$ cat src/rtl/ifetch_queue.sv
// rtl/ifetch_queue.sv - instruction fetch stage with a PC-tagged fetch queue
//
// Purpose:
//   Owns the architectural fetch PC and issues one-outstanding requests to a
//   variable-latency instruction memory. Returned words are buffered together
//   with their PCs in a DEPTH-entry FIFO that feeds the IF/ID register through
//   a valid/ready handshake. A redirect flushes the queue and any in-flight
//   fetch and restarts fetching at the new PC.
//
// Parameters:
//   DEPTH     queue entries (power of two, >= 2)
//   RESET_PC  fetch address after reset (bits [1:0] zero)
//
// Ports:
//   clk           clock, all state updates on posedge
//   reset         synchronous active-low reset
//   imem_req      fetch request, held until imem_ack
//   imem_addr     fetch address, stable while imem_req=1
//   imem_ack      response valid (ignored while imem_req=0)
//   imem_rdata    instruction word, sampled on imem_ack
//   out_valid     queue head valid
//   out_instr     head instruction
//   out_pc        head PC
//   out_ready     consumer accepts the head
//   redirect      flush and restart fetch
//   redirect_pc   new fetch PC (bits [1:0] forced to zero)
//   perf_fetched  pushes into the queue       (IFETCH_PERF_EN only)
//   perf_flushed  entries/responses discarded (IFETCH_PERF_EN only)
//
// Build option:
//   IFETCH_PERF_EN  adds the two 32-bit performance counters and their ports.

module ifetch_queue #(
  parameter int          DEPTH    = 4,
  parameter logic [63:0] RESET_PC = 64'd0
) (
  input  logic        clk,
  input  logic        reset,
  output logic        imem_req,
  output logic [63:0] imem_addr,
  input  logic        imem_ack,
  input  logic [31:0] imem_rdata,
  output logic        out_valid,
  output logic [31:0] out_instr,
  output logic [63:0] out_pc,
  input  logic        out_ready,
  input  logic        redirect,
  input  logic [63:0] redirect_pc
`ifdef IFETCH_PERF_EN
  ,
  output logic [31:0] perf_fetched,
  output logic [31:0] perf_flushed
`endif
);

  localparam int PW = $clog2(DEPTH);
  localparam int CW = PW + 1;

  typedef enum logic [1:0] {
    S_IDLE = 2'd0,
    S_BUSY = 2'd1,
    S_DROP = 2'd2
  } state_t;

  state_t          r_state;
  state_t          w_state_next;

  logic [63:0]     r_fetch_pc;
  logic [63:0]     r_drop_addr;
  logic [CW-1:0]   r_count;
  logic [PW-1:0]   r_rd_ptr;
  logic [PW-1:0]   r_wr_ptr;
  logic [31:0]     r_instr_q [DEPTH];
  logic [63:0]     r_pc_q    [DEPTH];

  logic            w_push;
  logic            w_pop;
  logic            w_has_room;
  logic [CW-1:0]   w_count_next;
  logic [63:0]     w_redirect_pc;
  logic            w_unused_bits;

  // Low address bits of a redirect target are ignored: fetch is word aligned.
  assign w_redirect_pc = {redirect_pc[63:2], 2'b00};
  assign w_unused_bits = ^redirect_pc[1:0];

  assign w_has_room = (r_count < CW'(DEPTH));

  // Redirect outranks both queue operations: the flush wins and the consumer's
  // handshake in that cycle is not honoured, so no stale entry is ever popped.
  assign w_push = (r_state == S_BUSY) && imem_ack && !redirect;
  assign w_pop  = out_valid && out_ready && !redirect;

  always_comb begin
    w_count_next = r_count;
    if (redirect) begin
      w_count_next = '0;
    end else if (w_push && !w_pop) begin
      w_count_next = r_count + CW'(1);
    end else if (w_pop && !w_push) begin
      w_count_next = r_count - CW'(1);
    end
  end

  // ---------------------------------------------------------------------------
  // FSM: state register
  // ---------------------------------------------------------------------------
  always_ff @(posedge clk) begin
    if (!reset) begin
      r_state <= S_IDLE;
    end else begin
      r_state <= w_state_next;
    end
  end

  // ---------------------------------------------------------------------------
  // FSM: next state
  // ---------------------------------------------------------------------------
  always_comb begin
    w_state_next = r_state;
    case (r_state)
      S_IDLE: begin
        if (redirect || w_has_room) begin
          w_state_next = S_BUSY;
        end
      end
      S_BUSY: begin
        if (redirect) begin
          // An unanswered request cannot be withdrawn; its response must be
          // absorbed in DROP before the redirected fetch can go out.
          w_state_next = imem_ack ? S_BUSY : S_DROP;
        end else if (imem_ack) begin
          w_state_next = (w_count_next < CW'(DEPTH)) ? S_BUSY : S_IDLE;
        end
      end
      S_DROP: begin
        if (imem_ack) begin
          w_state_next = S_BUSY;
        end
      end
      default: w_state_next = S_IDLE;
    endcase
  end

  // ---------------------------------------------------------------------------
  // FSM: outputs
  // ---------------------------------------------------------------------------
  always_comb begin
    imem_req  = (r_state != S_IDLE);
    imem_addr = (r_state == S_DROP) ? r_drop_addr : r_fetch_pc;
    out_valid = (r_count != '0);
    out_instr = r_instr_q[r_rd_ptr];
    out_pc    = r_pc_q[r_rd_ptr];
  end

  // ---------------------------------------------------------------------------
  // Fetch PC, queue storage and pointers
  // ---------------------------------------------------------------------------
  always_ff @(posedge clk) begin
    if (!reset) begin
      r_fetch_pc  <= RESET_PC;
      r_drop_addr <= RESET_PC;
      r_count     <= '0;
      r_rd_ptr    <= '0;
      r_wr_ptr    <= '0;
      // Storage is cleared so the head outputs read zero straight out of reset.
      for (int i = 0; i < DEPTH; i++) begin
        r_instr_q[i] <= 32'd0;
        r_pc_q[i]    <= 64'd0;
      end
    end else begin
      r_count <= w_count_next;
      if (redirect) begin
        r_rd_ptr   <= '0;
        r_wr_ptr   <= '0;
        r_fetch_pc <= w_redirect_pc;
        // Remember the abandoned address so imem_addr stays stable until the
        // memory answers it.
        if ((r_state == S_BUSY) && !imem_ack) begin
          r_drop_addr <= r_fetch_pc;
        end
      end else begin
        if (w_push) begin
          r_instr_q[r_wr_ptr] <= imem_rdata;
          r_pc_q[r_wr_ptr]    <= r_fetch_pc;
          r_wr_ptr            <= r_wr_ptr + PW'(1);
          r_fetch_pc          <= r_fetch_pc + 64'd4;
        end
        if (w_pop) begin
          r_rd_ptr <= r_rd_ptr + PW'(1);
        end
      end
    end
  end

`ifdef IFETCH_PERF_EN
  // ---------------------------------------------------------------------------
  // Performance counters
  // ---------------------------------------------------------------------------
  logic        w_resp_discard;
  logic [31:0] w_flush_inc;

  // A response is thrown away either when it lands together with a redirect,
  // or when it is the answer to a request abandoned by an earlier redirect.
  assign w_resp_discard = imem_ack &&
                          (((r_state == S_BUSY) && redirect) || (r_state == S_DROP));

  always_comb begin
    w_flush_inc = {31'd0, w_resp_discard};
    if (redirect) begin
      w_flush_inc = w_flush_inc + 32'(r_count);
    end
  end

  always_ff @(posedge clk) begin
    if (!reset) begin
      perf_fetched <= 32'd0;
      perf_flushed <= 32'd0;
    end else begin
      if (w_push) begin
        perf_fetched <= perf_fetched + 32'd1;
      end
      perf_flushed <= perf_flushed + w_flush_inc;
    end
  end
`endif

endmodule

$ cat config.mk
export PLATFORM = sky130hd
export DESIGN_NAME = ifetch_queue
export DESIGN_NICKNAME = d
export VERILOG_FILES = /design/src/rtl/ifetch_queue.sv
export SDC_FILE = /design/constraint.sdc
export NUM_CORES = 1
export LEC_CHECK = 0
export CAP_MARGIN = 20
export CORE_UTILIZATION = 50
export DETAILED_ROUTE_END_ITERATION = 12
export PLACE_DENSITY = 0.7
export SKIP_CTS_REPAIR_TIMING = 1
export SLEW_MARGIN = 25
export SYNTH_ARGS = -nofsm -noshare
export SYNTH_HDL_FRONTEND = slang
export SYNTH_SLANG_ARGS = --single-unit
$ cat constraint.sdc
create_clock -name clk -period 11.4 [get_ports clk]
set_clock_uncertainty 0.15 [all_clocks]
set_input_delay 2.28 -clock clk [delete_from_list [all_inputs] [get_ports clk]]
set_output_delay 2.28 -clock clk [all_outputs]
set_load 0.03 [all_outputs]
==> summary.md <==
| Metric | Value |
|---|---|
| Status | `completed` |
| Die width | `216 um` |
| PwrDens | `153 nW/um2` |
| DR WL/cell | `22.2 um` |
| Share of cells above drive strength 1 | `13.3%` |
| Largest net degree at the start of global routing | `77` |
| Most common cell after layout, fill and taps aside | `edfxtp_1` |
| RSZ-0062 raised after global routing | `false` |
| Post-synth EDFFs | `376` |
| Max Slew Vio Count | `0` |
| Clk slew on worst S/H paths | `0.06 ns` |
| Die ar. | `46600 um2` |
| CP Launch Type | `register` |
| Top delay family on crit path | `buffers and inverters` |
| Type of the worst min-delay path | `register to register` |
| Largest family of logic cells by synthesized area | `simple AND/OR/NAND/NOR gates` |
| Mapped Area | `22900 um2` |
| Root Driver | `clkbuf_16` |
| Number of distinct library cells after synthesis | `61` |
| DRC viols | `0` |
| Crit. End Element | `output port` |
| Row cnt | `77` |
| Slowest stage delay, CP | `0.83 ns` |
| CP Data Required Time | `8.97 ns` |
| H-Tree Depth | `2` |
| Slowest-stage cell, CP | `nor2b_4` |
| Setup violators final | `0` |
| FMAX | `168 MHz` |
| Synthesized instance count | `1928` |
| Post-synth ARST share | `0%` |
| IO Port Bufs | `256` |
| Antenna violations before repair | `3` |
| Setup TNS Final | `0 ns` |
| Area Growth Syn to Fin | `21.0%` |
| Seq cells post-synth | `511` |
| GPL Wtd Cong | `0.816` |
| Nets | `2228` |
| Post-Synth Simple-Gate Area | `14.7%` |
| # clock sinks | `511` |
| Final worst setup slack | `5.45 ns` |
| Buf/Inv on CP | `2` |
| Tightest Pin Transition | `0.990 ns` |
| Pre-CTS setup slack | `5.20 ns` |
| Drt total wl | `61200 um` |
| CP Data Arrival Time | `3.52 ns` |
| Worst VDD drop | `0.106 mV` |
| Inserted Clock Buffers | `54` |
| Core Region | `44700 um2` |
| First-pass GRT wire length | `92300 um` |
| Mapped Avg Cell Area | `11.9 um2` |
| Vias | `15958` |
| Grt total ovfl | `0` |
| CTS tree | `built` |
| MaxCap Viol Count | `0` |
| DP HPWL | `36600 um` |
| Number of global-route vias before repair | `15517` |
| Final period util | `52.2%` |
| Initial DRC count | `1510` |
| Die height | `216 um` |
| Seq/Total Area, Yosys | `61.2%` |
| CP cell instances | `nor2b_4, buf_4, nand2_1, o21ai_0, clkdlybuf4s50_1` |
| Max clock buf depth | `3` |
| Max FO, Critical Path | `39` |
| Detailed Routing Iterations Pass 1 | `5` |
| Synth Area in XOR/XNOR | `1.38%` |
| Leading cell types in the layout, fill and taps excluded | `edfxtp_1, nor2_1, nand2_1, clkdlybuf4s50_1, dfxtp_1` |
| Mux share of post-synthesis cell area | `11.9%` |
| Clock latency on the worst-skew pair | `0.59 ns` |
| IO Count | `263` |
| Vias/cell | `5.78` |
| Initial Util | `51.2%` |
| GRT Resource Usage Total | `26.1%` |
| Relative slew slack | `33.8%` |
| Min cycle time layout | `5.95 ns` |
| Synth Area in Adders | `0.328%` |
| Yosys warns | `0` |
| Final Hold Viols | `0` |
| Main synth FF type | `edfxtp_1` |
| Final ANT Viol Nets | `0` |
| LEAKAGE | `10.1 nW` |
| Crit Path Class | `register to output port` |
| Compound-cell area share of the yosys netlist | `6.11%` |
## worst register-to-register path, cell delays in order (launching register included)
cell	delay (ns)
dfxtp_1	0.46
nand3b_1	0.53
nor2_1	0.51
nand3_1	0.19
nand2_4	0.64
buf_4	0.79
## through the flow
stage,hold WS (ns),power (W),area [um2],util (%),std cells
final,0.314,0.00423,27700,61.9,2760
after global routing,0.336,0.00435,27700,61.9,2757
after CTS,0.316,0.00426,27600,61.8,2755
after detailed placement,0.307,0.00251,25900,57.9,2655
after global placement,0.297,0.00251,25900,57.9,2655
after floorplan,0.290,0.00236,22900,-,1931
## area by class of cell
cell class	count	area [um2]
inverters	108	405
flip-flops and latches	511	14000
clock buffers	72	1530
clock inverters	28	244
diodes	3	7.51
multi-input cells	1163	7970
repair buffers	283	2780
fillers	3515	17000
well taps	592	741
## worst paths after layout
| kind | slack, ns | cells past startpoint | from | endpoint |
|---|---|---|---|---|
| worst min-delay path | 0.31 | 2 | r_drop_addr[56] | r_drop_addr[56] |
| worst max-delay path | 5.45 | 5 | r_state[1] | imem_addr[41] |
| worst max register to register | 7.71 | 5 | r_state[0] | r_instr_q[3][3] |
| worst min register to register | 0.31 | 2 | r_drop_addr[56] | r_drop_addr[56] |
## synthesized netlist by cell type (4+ instances only)
cell type  instances  area [um2]
and4_1             9        78.8
clkbuf_1         114         428
mux4_2            94        2120
nand3_1           22         110
a21oi_1           18        90.1
nand2_1          278        1040
nand2b_1          20         125
dfxtp_1          135        2700
buf_1             17        63.8
o31ai_1           11        82.6
or4_1             11        82.6
nor3b_1            6        45.0
edfxtp_1         376       11300
nor4_1            11        68.8
o21ai_0           64         320
a31oi_1           16         100
mux2_2            53         597
nand4_1           29         181
clkbuf_2           5        25.0
buf_4              4        30.0
nor3_1            15        75.1
and2_1             7        43.8
xor2_1            20         175
xnor2_1           16         140
o211a_1           16         160
ha_1               6        75.1
nor2_1           307        1150
inv_1            108         405
buf_2              9        45.0
or3_1             10        62.6
nor2b_1            4        25.0
a21boi_0          62         465
or2_2              8        50.1
and3_1            10        62.6
## kinds of logic (layout without fill, tap and decap cells)
kind of cell,after synthesis,after routing
AOI/OAI and AO/OA,208,208
adders and majority gates,6,6
other,1,7
DFF,511,511
and+or+nand+nor,761,761
muxes,148,148
buffers and inverters,257,491
xor gates and xnor gates,36,36
## metal layers
layer	GRT usage, %	up-vias	part of all wire [%]
met5	0	-	0.013
met4	9.27	2	2.7
met3	3.68	102	7.3
met2	42.5	691	49
met1	35.8	7948	41
li1	-	7215	-
## power by group
part           internal [W]  leakage [nW]  switching, W
clock network       0.00103         0.866      0.000727
logic              0.000148          4.30      0.000211
registers           0.00207          4.98     0.0000505
total               0.00324          10.1      0.000989
## sequential cells by signal (all words and copies together), names as in the netlist, named ones only
signal	flops
r_pc_q	248
r_count	3
r_drop_addr	62
r_state	2
r_rd_ptr	2
r_fetch_pc	62
r_wr_ptr	2
r_instr_q	128
Note: power is estimated with default switching activity, not from simulation.
